===== config.mk =====
export PLATFORM = sky130hd
export DESIGN_NAME = apb_mem_slave
export DESIGN_NICKNAME = d
export VERILOG_FILES = /design/src/rtl/apb_mem_slave_pkg.sv /design/src/rtl/apb_sram_sp.sv /design/src/rtl/apb_mem_slave.sv
export SDC_FILE = /design/constraint.sdc
export NUM_CORES = 2
export LEC_CHECK = 0
export CELL_PAD_IN_SITES_DETAIL_PLACEMENT = 1
export CELL_PAD_IN_SITES_GLOBAL_PLACEMENT = 1
export CORE_MARGIN = 2
export CORE_UTILIZATION = 38
export DETAILED_ROUTE_END_ITERATION = 7
export GPL_ROUTABILITY_DRIVEN = 0
export GPL_TIMING_DRIVEN = 0
export PLACE_DENSITY_LB_ADDON = 0.1
export SYNTH_ARGS = -nofsm -noshare
export SYNTH_HDL_FRONTEND = slang
export SYNTH_SLANG_ARGS = --single-unit

===== constraint.sdc =====
create_clock -name pclk -period 4.75 [get_ports pclk]
set_input_delay 0.95 -clock pclk [delete_from_list [all_inputs] [get_ports pclk]]
set_output_delay 0.95 -clock pclk [all_outputs]
set_load 0.02 [all_outputs]

===== src/rtl/apb_mem_slave_pkg.sv =====
// Package apb_pkg: shared types and constants for the APB memory slave.
//   apb_state_t  - handshake FSM states (IDLE, SETUP, WAIT, ACCESS)
//   APB_ADDR_W   - word address width
//   APB_DATA_W   - data width
//   APB_ID_ADDR  - address of the read-only ID word (not backed by RAM)
package apb_pkg;

    localparam int unsigned APB_ADDR_W = 8;
    localparam int unsigned APB_DATA_W = 16;
    localparam logic [APB_ADDR_W-1:0] APB_ID_ADDR = 8'hFF;

    typedef enum logic [1:0] {
        IDLE   = 2'd0,
        SETUP  = 2'd1,
        WAIT   = 2'd2,
        ACCESS = 2'd3
    } apb_state_t;

endpackage


===== src/rtl/apb_sram_sp.sv =====
// apb_sram_sp: single-port synchronous RAM, read-first, registered read, no reset.
// Ports:
//   clk    in   1    clock
//   we     in   1    write enable
//   addr   in   AW   word address (shared by read and write)
//   wdata  in   DW   write data
//   rdata  out  DW   read data, registered (valid the cycle after addr is presented)
module apb_sram_sp #(
    parameter int unsigned AW = 8,
    parameter int unsigned DW = 16
) (
    input  logic          clk,
    input  logic          we,
    input  logic [AW-1:0] addr,
    input  logic [DW-1:0] wdata,
    output logic [DW-1:0] rdata
);

    logic [DW-1:0] r_mem [0:(2**AW)-1];
    logic [DW-1:0] r_rdata;

    always_ff @(posedge clk) begin
        if (we) begin
            r_mem[addr] <= wdata;
        end
        r_rdata <= r_mem[addr];
    end

    assign rdata = r_rdata;

endmodule


===== src/rtl/apb_mem_slave.sv =====
// apb_mem_slave: APB slave with a 255-word x 16-bit RAM and a read-only ID word
// at address 8'hFF. Inserts WAIT_CYCLES wait states before a one-cycle pready.
// Ports:
//   pclk     in   1   APB clock
//   preset   in   1   asynchronous active-high reset
//   psel     in   1   slave select
//   penable  in   1   access-phase strobe
//   pwrite   in   1   1 = write, 0 = read
//   paddr    in   8   word address
//   pw_data  in   16  write data
//   pready   out  1   transfer complete (registered, one cycle wide)
//   pr_data  out  16  read data (registered, updated only on read commit)
module apb_mem_slave
    import apb_pkg::*;
#(
    parameter int unsigned             WAIT_CYCLES = 2,
    parameter logic [APB_DATA_W-1:0]   ID_VALUE    = 16'h5A02
) (
    input  logic                  pclk,
    input  logic                  preset,
    input  logic                  psel,
    input  logic                  penable,
    input  logic                  pwrite,
    input  logic [APB_ADDR_W-1:0] paddr,
    input  logic [APB_DATA_W-1:0] pw_data,
    output logic                  pready,
    output logic [APB_DATA_W-1:0] pr_data
);

    localparam logic [3:0] C_WAIT = 4'(WAIT_CYCLES);

    apb_state_t            r_state;
    logic [3:0]            r_cnt;
    logic [APB_ADDR_W-1:0] r_addr;
    logic                  r_write;
    logic [APB_DATA_W-1:0] r_wdata;
    logic                  r_pready;
    logic [APB_DATA_W-1:0] r_prdata;

    logic                  w_commit;
    logic                  w_ram_we;
    logic [APB_ADDR_W-1:0] w_ram_addr;
    logic [APB_DATA_W-1:0] w_ram_rdata;

    // The transfer completes on the edge that moves SETUP/WAIT into ACCESS.
    assign w_commit = psel && penable && (r_cnt == 4'd0) &&
                      ((r_state == SETUP) || (r_state == WAIT));

    // In IDLE the RAM is addressed straight from paddr so the registered read
    // data is already valid during SETUP; afterwards the latched address keeps
    // it valid for however long the transfer waits.
    assign w_ram_addr = (r_state == IDLE) ? paddr : r_addr;

    // The ID address is not backed by RAM; writes to it are discarded.
    assign w_ram_we = w_commit && r_write && (r_addr != APB_ID_ADDR);

    apb_sram_sp #(
        .AW (APB_ADDR_W),
        .DW (APB_DATA_W)
    ) u_sram (
        .clk   (pclk),
        .we    (w_ram_we),
        .addr  (w_ram_addr),
        .wdata (r_wdata),
        .rdata (w_ram_rdata)
    );

    always_ff @(posedge pclk or posedge preset) begin
        if (preset) begin
            r_state  <= IDLE;
            r_cnt    <= 4'd0;
            r_addr   <= '0;
            r_write  <= 1'b0;
            r_wdata  <= '0;
            r_pready <= 1'b0;
            r_prdata <= '0;
        end else begin
            r_pready <= 1'b0;
            case (r_state)
                IDLE: begin
                    // psel with penable already high is a protocol violation: ignored.
                    if (psel && !penable) begin
                        r_state <= SETUP;
                        r_addr  <= paddr;
                        r_write <= pwrite;
                        r_wdata <= pw_data;
                        r_cnt   <= C_WAIT;
                    end
                end
                SETUP: begin
                    if (!psel) begin
                        r_state <= IDLE;
                    end else if (penable) begin
                        if (r_cnt == 4'd0) begin
                            r_state <= ACCESS;
                        end else begin
                            r_state <= WAIT;
                            r_cnt   <= r_cnt - 4'd1;
                        end
                    end
                end
                WAIT: begin
                    if (!psel || !penable) begin
                        r_state <= IDLE;
                    end else if (r_cnt == 4'd0) begin
                        r_state <= ACCESS;
                    end else begin
                        r_cnt <= r_cnt - 4'd1;
                    end
                end
                ACCESS: begin
                    r_state <= IDLE;
                end
                default: begin
                    r_state <= IDLE;
                end
            endcase

            if (w_commit) begin
                r_pready <= 1'b1;
                if (!r_write) begin
                    r_prdata <= (r_addr == APB_ID_ADDR) ? ID_VALUE : w_ram_rdata;
                end
            end
        end
    end

    assign pready  = r_pready;
    assign pr_data = r_prdata;

endmodule

Word level (Yosys, flattened, before mapping)
Memory sizes are Yosys's and may differ from the RTL's. A register that Yosys moved wholly into a read port is not among the register bits. Index checks and enable logic that the tools add are counted.

Bits of input ports: 29. Logic and storage cells: 56. Memories: 1. Memory bits (writable): 4096. Flip-flop bits (word level): 48.

Reductions and logical operators: 17. Eq/ne operators: 11. Multiplexer cells: 18. Bitwise logic cells: 1. $add $sub $neg: 1.

Memory list: u_sram.r_mem (depth 256, width 16, read ports 1, clocked after Yosys merged registers in 1, wr ports 1, line apb_sram_sp.sv:19) `logic [DW-1:0] r_mem [0:(2**AW)-1];`.

Operators by type and width (number): 4-bit two-way mux (5); 16-bit two-way mux (1); 4-bit one-hot mux with 3 select lines (1); 2-bit two-way mux (5); 8-bit == test, second input constant (1); 8-bit two-way mux (1); 8-bit != test, second input constant (1); 2-bit one-hot mux with 4 select lines (1); 1-bit logical AND (6); 2-bit != test, second input constant (3); 5-bit AND reduction (1); 2-bit == test, second input constant (2); 4-bit zero test (1); 1-bit two-way mux (4); 2-bit AND reduction (2); 4-bit by 1-bit subtractor with 4-bit output, second input constant (1); 3-bit by 2-bit != test with 1-bit output, second input constant (1); 3-bit != test, second input constant (1); 3-bit AND reduction (1); 3-bit nonzero test (1); 2-bit by 1-bit == test with 1-bit output, second input constant (1); 1-bit zero test (2); 2-bit zero test (1); 1-bit logical OR (2); other kinds (2) (2).

Longest topological paths before layout
Depth in word-level cells: 7. Depth in mapped cells: 13.

Cells and area by module
From an unflattened synthesis, not the netlist that was laid out.

Cells, all modules: 6923. Area, all modules: 157687.5 um2.

Modules (own cells, without submodules): apb_sram_sp (times used 1, seq. area each 123318.3 um2, area each 155399.0 um2, cells an instance 6727); apb_mem_slave (times used 1, seq. area each 1201.2 um2, area each 2288.4 um2, cells an instance 196).

Least setup slack after synthesis
No wires, ideal clock.

Path type: register to register. From: reg r_wdata[0]. To: mem u_sram.r_mem[0][0], data pin. Setup slack: 768 ps. Clock period less this slack: 3982 ps. Stages on the path, launching flop included: 1. Required time: 3947 ps. Arrival time: 3179 ps. Setup time: 803 ps. Cells stage by stage: dfrtp_1.

RTL lines: start: declaration (line apb_mem_slave.sv:36) `logic [APB_DATA_W-1:0] r_wdata;`; start signal: assignment (line apb_mem_slave.sv:86) `r_wdata <= pw_data;`; end: declaration (line apb_sram_sp.sv:19).

No word-level cell before the write port.

Worst setup path after layout
From: reg r_state[1]. To: reg u_sram.r_rdata[7], in the netlist u_sram.rdata[7], read port of u_sram.r_mem.

Longest elaborated chain between the ends: 2.

RTL lines: start: declaration (line apb_mem_slave.sv:32) `apb_state_t r_state;`; start signal: assignment (line apb_mem_slave.sv:70) `r_state <= IDLE;`; start signal: assignment (line apb_mem_slave.sv:83) `r_state <= SETUP;`; start signal: assignment (line apb_mem_slave.sv:92) `r_state <= IDLE;`; 2-bit zero test (line apb_mem_slave.sv:52) `assign w_ram_addr = (r_state == IDLE) ? paddr : r_addr;`; 8-bit two-way mux (line apb_mem_slave.sv:52); end: declaration (line apb_sram_sp.sv:20) `logic [DW-1:0] r_rdata;`.

Every way passes these cells. A chain may end at the register's enable or synchronous reset.

==> impl_metrics.toml <==
[run_status]
status = "finished, violations left"
failed_checks = "capacitance limit, slew limit, setup timing"

[floorplanning]
die_x_um = 651.4
die_area_um2 = 424300
io_pins = 46
core-area_um2 = 416900
num_rows = 237
die_h_um = 651.4
initial_utilization_pct = 38.20

[critical_path]
cp_num_buf_inv = 6
r2r_end = "u_sram.rdata[7]"
rrSetupSlack_ps = -80
critical_path.max_stage_delay_ps = 590
cp.arrival_ps = 5700
path_max_fanout = 10
r2r_cells = 13
cp-startpoint = "r_state[1]"
worstPathRequired_ps = 5630
cp_top_family = "compound AO/OA/AOI/OAI gates"
critPathSlowestCell = "o41ai_4"
reg2reg_from = "r_state[1]"
critPathCaptureType = "register"
cp-start-kind = "register"
critPathKind = "reg -> reg"
path_cells = "inv_2 -> ha_4 -> buf_4 -> mux2_2 -> o21ai_4 -> buf_12 -> buf_4 -> buf_2 -> buf_2 -> o22ai_1 -> o41ai_4 -> nand4_1 -> a2111o_1"
cp-endpoint = "u_sram.rdata[7]"
cp_num_cells = 13

[synthesis]
syn_inst = 8565
netlist.area_leader.share_pct = 77.23
syn-cell-area_um2 = 159300
synth_top_cell_by_area = "edfxtp_1"
synth-edff-count = 4096
ys_seq_area_share_pct = 78.18
synth_area_leaders = "edfxtp_1 (77%), mux2i_1 (13%), o22ai_1 (4.0%)"
synth_seq_cells = 4160
yosysWarnings = 0
syn_nets = 8600
async_reset_ff_share_pct = 1.154
ys_types = 41
synth_ff_type = "edfxtp_1"
syn_area_per_cell_um2 = 18.60

[layout]
fin_util_pct = 45.88
nets = 9429
fillers = 38540
layout.cells.non_filler = 15280
multi_input_area_um2 = 35820
layout-drive-gt1-share_pct = 19.56
syn2layout_area_growth_pct = 20.10
final_cell_mix = "edfxtp_1 (4096), mux2i_1 (2043), o22ai_1 (1021), clkbuf_16 (460), buf_2 (225)"
final_common_cell = "edfxtp_1"
regArea_um2 = 124600

[routing]
ant_nets = 0
dr.first_iter.drc_count = 9100
post-route-drc-count = 0
post_drt_wl_per_cell_um = 36.40
firstDrtPassIters = 6
vias = 87500
avgViaCountPerCell = 5.729
drt_wl_total_um = 556000

[global_route]
grt_overflow_total = 0
antenna_found_initial = 42
grt_max_degree = 77
grt_usage_pct = 25.72
first_global_vias = 89210
grt_pass1_wl_um = 752800

[sta]
post-route-min-period_ps = 4826
final_max_slew_viol_count = 11
skew_ps = 40.89
setup_violations = 10
period_share_pct = 101.6
fin_ws_ps = -75.86
tightest_slew_ps = 1516
rsz0062_at_grt = "yes"
maxSlewHeadroom_pct = -1.035
fmax_mhz = 207.2
hold_viol_final = 0

[cts]
clk_transition_reported_paths_ps = 60
cts_hold_buf = 0
clock_sinks = 4160
worstSkewPairLatency_ps = 1000
cts-root-buf = "clkbuf_16"
cts-htree-levels = 5
cts.path.max_buffers = 4
cts_tree = "done"
cts_buffers = 452

[pwr]
leakagePower_uw = 0.06585
totalPowerFinal_uw = 129300
powerDensity_nw_per_um2 = 676.2
seqPwrFrac_pct = 36.5
p_sw_share_pct = 37.95
switching_power_uw = 49080
clockPowerShare_pct = 26.4
power_frac_comb_pct = 37.2
peakVddDrop_mv = 0.5469
p_int_uw = 80260

[worst_hold_path]
hp-class = "in -> async"

[place]
post-place-cells = 14350
io_buffer_count = 45
hpwlAfterDp_um = 391400

[job]
cap_violations = 1
[final cells by class]
type                       instances  area share, %
sequential                      4160          65.13
multi-input combinational       3869          18.73
clock buffer                     573          6.260
tap                             5497          3.596
timing repair buffer             380          3.252
buffer                           522          1.831
clock inverter                   244          1.162
antenna                           21        0.02747
inverter                           9        0.01897
[power by group through the flow]
stage	registers, uW	logic [uW]	clock network, uW
floorplan	50800	19600	0
global placement	50600	35300	0
detailed placement	47900	44500	0
CTS	47200	47900	34600
global route	47200	49400	35900
finish	47200	48100	34100
[state kept, by name (all words and copies together), names as in the netlist]
| name | flops |
|---|---|
| u_sram.r_mem | 4096 |
| u_sram.rdata | 16 |
| r_state | 2 |
| r_wdata | 16 |
| pready | 1 |
| pr_data | 16 |
| r_addr | 8 |
| r_write | 1 |
| r_cnt | 4 |
[cells in the mapped netlist (all sizes together), types with 2 or more instances]
cell,number
a21oi,5
or2,4
dfxtp,16
ha,6
o22ai,1024
nor2,268
buf,344
clkbuf,183
nor3,6
o32ai,3
nand2b,5
inv,9
nand3b,3
a22o,2
o21ai,34
o31ai,3
or4,2
a41oi,48
and3b,3
o41ai,256
mux2i,2050
a2111o,16
dfrtp,48
nand3,3
edfxtp,4096
o32a,2
mux2,26
nor3b,4
nand2,73
nand4,17
[metal layers]
metal | share of wire [%] | wire (um) | GRT usage (%)
met1 | 43 | 241400 | 35.77
met2 | 47 | 260400 | 41.53
met3 | 6.0 | 33310 | 3.748
met4 | 3.8 | 20880 | 8.502
met5 | 0.0041 | 23 | 0
[timing repair]
item | CTS | global route
pin swaps | 58 | 9
buffers inserted | 87 | 4
setup endpoints to repair | 4131 | 512
gates resized for setup | 672 | 47
[cell families after synthesis]
| kind of cell | after synthesis | share of synthesized area (%) |
|---|---|---|
| adder cells (fa/ha/maj) | 6 | 0.04713 |
| multiplexers | 2076 | 13.07 |
| buffers and inverters | 536 | 1.682 |
| AND/OR/NAND/NOR | 391 | 1.006 |
| AO/OA/AOI/OAI | 1396 | 6.016 |
| flip-flops | 4160 | 78.18 |
[worst min-delay path by stage]
stage               depth (start not counted)        startpoint  slack [ps]          end
finish                                      2            preset         210  r_wdata[12]
global route                                2            preset         170   r_wdata[6]
CTS                                         2            preset         130   r_wdata[6]
floorplan                                   2   u_sram.rdata[0]         420   pr_data[0]
detailed placement                          2   u_sram.rdata[5]         450   pr_data[5]
global placement                            2  u_sram.rdata[13]         470  pr_data[13]
[per-stage QoR]
| step | area (um2) | setup WS, ps | TNS (ps) | hold slack [ps] |
|---|---|---|---|---|
| final | 191300 | -75.86 | -311.8 | 210.5 |
| after global routing | 191300 | -57.93 | -1785 | 169.1 |
| after detailed placement | 172000 | -2848 | -6039790 | 450.5 |
| after floorplan | 159300 | 767.7 | 0 | 417.5 |
| after CTS | 190900 | -51.42 | -482.6 | 132.0 |
| after global placement | 166600 | -5932 | - | 465.5 |
(Power assumes the default switching activity.)
